===== src/rtl/alu_share_arbiter_pkg.sv =====
// Shared types for the ALU-sharing arbiter: ALU opcodes, the response port id,
// and a small helper that maps a one-hot grant to the winning port.
package alu_share_arbiter_pkg;

    typedef enum logic [3:0] {
        ALU_ADD  = 4'd0,
        ALU_SUB  = 4'd1,
        ALU_SLL  = 4'd2,
        ALU_SLT  = 4'd3,
        ALU_SLTU = 4'd4,
        ALU_XOR  = 4'd5,
        ALU_SRL  = 4'd6,
        ALU_SRA  = 4'd7,
        ALU_OR   = 4'd8,
        ALU_AND  = 4'd9
    } alu_op_e;

    typedef enum logic {
        ARB_P0 = 1'b0,
        ARB_P1 = 1'b1
    } arb_port_e;

    // Grant is one-hot; bit 1 set means port 1 won, anything else maps to port 0.
    function automatic arb_port_e port_of(input logic [1:0] grant);
        return grant[1] ? ARB_P1 : ARB_P0;
    endfunction

endpackage


===== src/rtl/alu_share_arbiter_alu.sv =====
// Combinational ALU shared by both requesters. Shift amounts come from
// b[4:0]; opcodes outside the defined set produce zero.
module alu_share_arbiter_alu
    import alu_share_arbiter_pkg::*;
#(
    parameter int WIDTH = 32
) (
    input  logic [WIDTH-1:0] a,
    input  logic [WIDTH-1:0] b,
    input  alu_op_e          op,
    output logic [WIDTH-1:0] result
);

    logic [4:0] shamt;

    assign shamt = b[4:0];

    // Single-cycle operation decode.
    always_comb begin
        result = '0;
        case (op)
            ALU_ADD:  result = a + b;
            ALU_SUB:  result = a - b;
            ALU_SLL:  result = a << shamt;
            ALU_SLT:  result = {{(WIDTH-1){1'b0}}, ($signed(a) < $signed(b))};
            ALU_SLTU: result = {{(WIDTH-1){1'b0}}, (a < b)};
            ALU_XOR:  result = a ^ b;
            ALU_SRL:  result = a >> shamt;
            ALU_SRA:  result = $signed(a) >>> shamt;
            ALU_OR:   result = a | b;
            ALU_AND:  result = a & b;
            default:  result = '0;
        endcase
    end

endmodule


===== src/rtl/alu_share_arbiter.sv =====
// Shares one ALU between the execute stage (port 0) and an auxiliary helper
// (port 1). At most one request is granted per cycle; its result lands in a
// single registered response slot tagged with the winning port.
//
// Arbiter state (no separate state encoding):
//   rr_last    | port granted most recently (reset to 1 so port 0 goes first)
//   starve_cnt | consecutive port-1 losses to port 0, fixed-priority mode only
module alu_share_arbiter
    import alu_share_arbiter_pkg::*;
#(
    parameter int WIDTH      = 32,
    parameter int TAG_W      = 4,
    parameter int RR_MODE    = 0,
    parameter int STARVE_MAX = 4
) (
    input  logic                       clk,
    input  logic                       rst,
    input  logic [1:0]                 req_valid,
    output logic [1:0]                 req_ready,
    input  logic [1:0][WIDTH-1:0]      req_a,
    input  logic [1:0][WIDTH-1:0]      req_b,
    input  alu_op_e [1:0]              req_op,
    input  logic [1:0][TAG_W-1:0]      req_tag,
    output logic                       rsp_valid,
    input  logic                       rsp_ready,
    output arb_port_e                  rsp_id,
    output logic [TAG_W-1:0]           rsp_tag,
    output logic [WIDTH-1:0]           rsp_result
);

    localparam int SC_W = $clog2(STARVE_MAX + 1);

    logic             rr_last;
    logic [SC_W-1:0]  starve_cnt;
    logic             can_accept;
    logic             p1_wins;
    logic [1:0]       grant;
    logic [WIDTH-1:0] alu_a;
    logic [WIDTH-1:0] alu_b;
    alu_op_e          alu_op;
    logic [WIDTH-1:0] alu_result;

    // The slot can take a new result when empty or when it drains this cycle.
    assign can_accept = !rsp_valid || rsp_ready;

    // Pick the winner; grants are suppressed while reset is asserted.
    always_comb begin
        p1_wins = 1'b0;
        if (RR_MODE != 0) begin
            p1_wins = req_valid[1] && (!req_valid[0] || !rr_last);
        end else begin
            p1_wins = req_valid[1] &&
                      (!req_valid[0] || (starve_cnt == SC_W'(STARVE_MAX)));
        end
        grant = 2'b00;
        if (can_accept && !rst) begin
            grant[1] = p1_wins;
            grant[0] = req_valid[0] && !p1_wins;
        end
    end

    assign req_ready = grant;

    // Steer the winning operands into the shared ALU.
    always_comb begin
        alu_a  = grant[1] ? req_a[1]  : req_a[0];
        alu_b  = grant[1] ? req_b[1]  : req_b[0];
        alu_op = grant[1] ? req_op[1] : req_op[0];
    end

    alu_share_arbiter_alu #(
        .WIDTH (WIDTH)
    ) u_alu (
        .a      (alu_a),
        .b      (alu_b),
        .op     (alu_op),
        .result (alu_result)
    );

    // Arbiter history: last winner and port-1 starvation count.
    always_ff @(posedge clk or posedge rst) begin
        if (rst) begin
            rr_last    <= 1'b1;
            starve_cnt <= '0;
        end else begin
            if (|grant) begin
                rr_last <= grant[1];
            end
            if (RR_MODE != 0) begin
                starve_cnt <= '0;
            end else if (grant[1]) begin
                starve_cnt <= '0;
            end else if (grant[0] && req_valid[1] &&
                         (starve_cnt != SC_W'(STARVE_MAX))) begin
                starve_cnt <= starve_cnt + SC_W'(1);
            end
        end
    end

    // Response slot: loads on a grant, clears when drained without a refill,
    // and otherwise holds every field stable.
    always_ff @(posedge clk or posedge rst) begin
        if (rst) begin
            rsp_valid  <= 1'b0;
            rsp_id     <= ARB_P0;
            rsp_tag    <= '0;
            rsp_result <= '0;
        end else if (can_accept) begin
            rsp_valid <= |grant;
            if (|grant) begin
                rsp_id     <= port_of(grant);
                rsp_tag    <= grant[1] ? req_tag[1] : req_tag[0];
                rsp_result <= alu_result;
            end
        end
    end

endmodule


===== config.mk =====
export PLATFORM = sky130hd
export DESIGN_NAME = alu_share_arbiter
export DESIGN_NICKNAME = d
export VERILOG_FILES = /design/src/rtl/alu_share_arbiter_pkg.sv /design/src/rtl/alu_share_arbiter_alu.sv /design/src/rtl/alu_share_arbiter.sv
export SDC_FILE = /design/constraint.sdc
export NUM_CORES = 1
export LEC_CHECK = 0
export ABC_AREA = 1
export CORE_ASPECT_RATIO = 0.8
export CORE_MARGIN = 10
export CORE_UTILIZATION = 40
export CTS_CLUSTER_SIZE = 10
export DETAILED_ROUTE_END_ITERATION = 8
export SYNTH_ARGS = -nofsm -noshare
export SYNTH_HDL_FRONTEND = slang
export SYNTH_SLANG_ARGS = --single-unit

===== constraint.sdc =====
create_clock -name clk -period 3.4 [get_ports clk]
set_input_delay 0.51 -clock clk [delete_from_list [all_inputs] [get_ports clk]]
set_output_delay 0.51 -clock clk [all_outputs]
set_load 0.005 [all_outputs]

==> impl_metrics.json <==
{
  "drtAntennaViolNets": 0,
  "dieWidth_um": 217,
  "die_area_mm2": 0.0384,
  "syn-num-nets": 2607,
  "p_leak_uw": 0.0116,
  "netlist.area_leader.share_pct": 22.4,
  "ys_async_sr_fraction_pct": 100,
  "violations": "setup timing",
  "gp_congestion": 1.06,
  "cts.sinks": 41,
  "first_iter_violations": 3358,
  "cts_made_buffers": 5,
  "grt_max_degree": 81,
  "ff2ff_setup_slack_ns": -0.31,
  "fmax_ghz": 0.269,
  "setup_viol": 30,
  "power.density_mw_per_mm2": 387,
  "holdBufCountCts": 0,
  "drt-pass1-iter-count": 9,
  "core_area_mm2": 0.0305,
  "grt_pass1_wl_um": 115000,
  "ios": 189,
  "track_usage_pct": 38.9,
  "clk_latency_ns": 0.33,
  "placed_cells": 3464,
  "r2r_start": "starve_cnt[0]",
  "hpwl_um": 63100,
  "holdPathEnd": "rsp_result[13]",
  "cp_data_required_time_ns": 3.60,
  "drv_slew": 0,
  "criticalPathCategory": "register to register",
  "r2r_end": "rsp_result[0]",
  "path_max_fanout": 13,
  "overflow": 0,
  "stdcell_count": 3583,
  "layout_setup_ws_ns": -0.315,
  "hold_class": "register to register",
  "route.detailed.drc": 0,
  "fin_nets": 3418,
  "cts_htree_levels": 2,
  "io_buffers": 188,
  "synth-warning-count": 0,
  "ir_drop_mv": 0.275,
  "ys_seq_elements": 41,
  "cts_tree": "done",
  "min_period_ns": 3.71,
  "synthesis.area_mm2": 0.0124,
  "ys_seq_area_share_pct": 8.30,
  "synth.avg_cell_area_um2": 5.25,
  "synthCells": 2357,
  "fin_crit_sh_pct": 109,
  "relSlewSlack_pct": 58.9,
  "finalInstanceArea_mm2": 0.0230,
  "dieHeight_um": 177,
  "place_ws_ns": -1.10,
  "clockBufferDepth": 2,
  "hold_start": "rsp_result[13]",
  "placed_area_mm2": 0.0190,
  "synth_common_cells": "739 x nand2_1, 355 x nand3_1, 295 x inv_1",
  "worst_pin_slew_ns": 0.617,
  "fin_util_pct": 75.7,
  "grt_pass1_vias": 19100,
  "cp-end-kind": "register",
  "max-cap-violations": 0,
  "rsz0062_at_grt": "yes",
  "via_per_inst": 5.93,
  "synthFlopType": "dfrtp_1",
  "yosysMostFrequentCell": "nand2_1",
  "root_buffer": "clkbuf_16",
  "rows": 57,
  "synth_edf_count": 0,
  "start_kind": "register",
  "yosys.area.top_type": "nand2_1",
  "layout-drive-gt1-share_pct": 41.5,
  "wl_per_cell_um": 23.7,
  "reg2regPathDepth": 23,
  "yosysUniqueCellTypes": 49,
  "crit_arrival_ns": 3.91,
  "min_path_cells": 2,
  "clk_pin_slew_worst_paths_ns": 0.07,
  "synth.area.top_cells": "nand2_1 22%, nand3_1 14%, ha_1 10%",
  "num-fill-cells": 2336,
  "num_vias": 21200,
  "antenna_found_initial": 2,
  "hold_viol": 0,
  "initial_core_util_pct": 40.6,
  "status": "complete, but fails checks",
  "area.growth.synth_to_final_pct": 86.4,
  "postRouteWirelength_um": 85100,
  "fin_skew_ns": 0.0257
}
==> through the flow <==
stage | total power [µW] | hold slack (ns) | TNS, ns
floorplan | 3230 | 0.291 | -0.0389
global placement | 6330 | 0.462 | -23.22
detailed placement | 6390 | 0.468 | -24.58
CTS | 7770 | 0.483 | -1.64
global route | 9230 | 0.494 | -8.98
finish | 8920 | 0.479 | -5.89
==> where the power goes <==
part | switching, µW | internal [µW] | total, µW
sequential | 155 | 654 | 808
clock | 266 | 350 | 616
combinational | 4190 | 3310 | 7500
==> per-layer routing <==
metal | up-vias | track usage [%] | part of all wire [%]
met5 | - | 0 | 0.011
met4 | 2 | 19.5 | 7.0
met3 | 397 | 12.1 | 14
met2 | 1732 | 56.6 | 40
met1 | 9801 | 50.9 | 38
li1 | 9312 | - | -
==> logic make-up after synthesis <==
kind of cell	share of synthesized area (%)
buffers and inverters	14.5
adders and majority gates	10.3
DFF	8.30
AOI/OAI and AO/OA	19.9
xor gates and xnor gates	0.142
and+or+nand+nor	46.9
==> worst max-delay path: stages (launching register included) <==
cell and delay, ns:
dfrtp_1 0.39, inv_2 0.09, ha_4 0.14, nand2_4 0.07
nand2_4 0.10, nand2_8 0.09, nor2_8 0.28, buf_6 0.15
buf_4 0.11, bufbuf_16 0.27, nand2_1 0.09, o21ai_2 0.11
inv_1 0.10, ha_1 0.28, a21oi_2 0.18, o21ai_0 0.14
buf_4 0.17, a221oi_2 0.25, buf_4 0.18, nand3_1 0.08
nand3_1 0.10, nand2_2 0.09, nand2_1 0.06, nand2_1 0.04
==> what timing repair did <==
action / CTS / global route
buffers inserted: 79 / 40
endpoints found under the setup margin: 31 / 33
gates cloned: 2 / 5
resized for setup: 378 / 414
pin swaps: 94 / 149
hold endpoints to repair: 0 / 0
==> final cells by class <==
type | instances | area [µm²] | area share [%]
clock inverter | 3 | 43.8 | 0.190
inverter | 308 | 1190 | 5.17
timing repair buffer | 920 | 7950 | 34.5
clock buffer | 5 | 125 | 0.543
tap | 413 | 517 | 2.24
antenna | 1 | 2.50 | 0.0109
multi-input combinational | 1892 | 12200 | 52.9
sequential | 41 | 1030 | 4.45
==> registers in the layout, summed over array words and instances (netlist names) <==
register    cells
rsp_valid       1
rsp_result     32
rsp_id          1
starve_cnt      3
rsp_tag         4
==> cells in the final DEF (no fill, tap or decap), types with 13 or more instances in the layout <==
master             n
nand3_2           67
clkdlybuf4s50_1  184
dfrtp_1           41
inv_2             63
a21oi_1           85
ha_4              28
o22ai_1           14
nand2_2           85
inv_1            237
a21oi_2           52
nor2_2            46
o21ai_1           44
o211ai_1          19
nand2_4           31
a21oi_4           13
buf_4            657
o21ai_2           64
nand3_1          281
buf_6             43
nor2_4            27
nor2_1           128
nand4_1           17
nand2_1          634
o21ai_4           32
ha_1              63
buf_12            18
o21ai_0           39
==> how the worst max path moves through the flow <==
stage                             start  cells past startpoint        endpoint  slack [ns]
after floorplan                     rst                     26  rsp_result[23]       -0.04
after global placement              rst                     24  rsp_result[20]       -1.09
after detailed placement            rst                     24  rsp_result[20]       -1.10
after CTS                 starve_cnt[1]                     27  rsp_result[27]       -0.14
after global routing      starve_cnt[0]                     29  rsp_result[27]       -0.42
final                     starve_cnt[0]                     23   rsp_result[0]       -0.31
(Power assumes the default switching activity.)
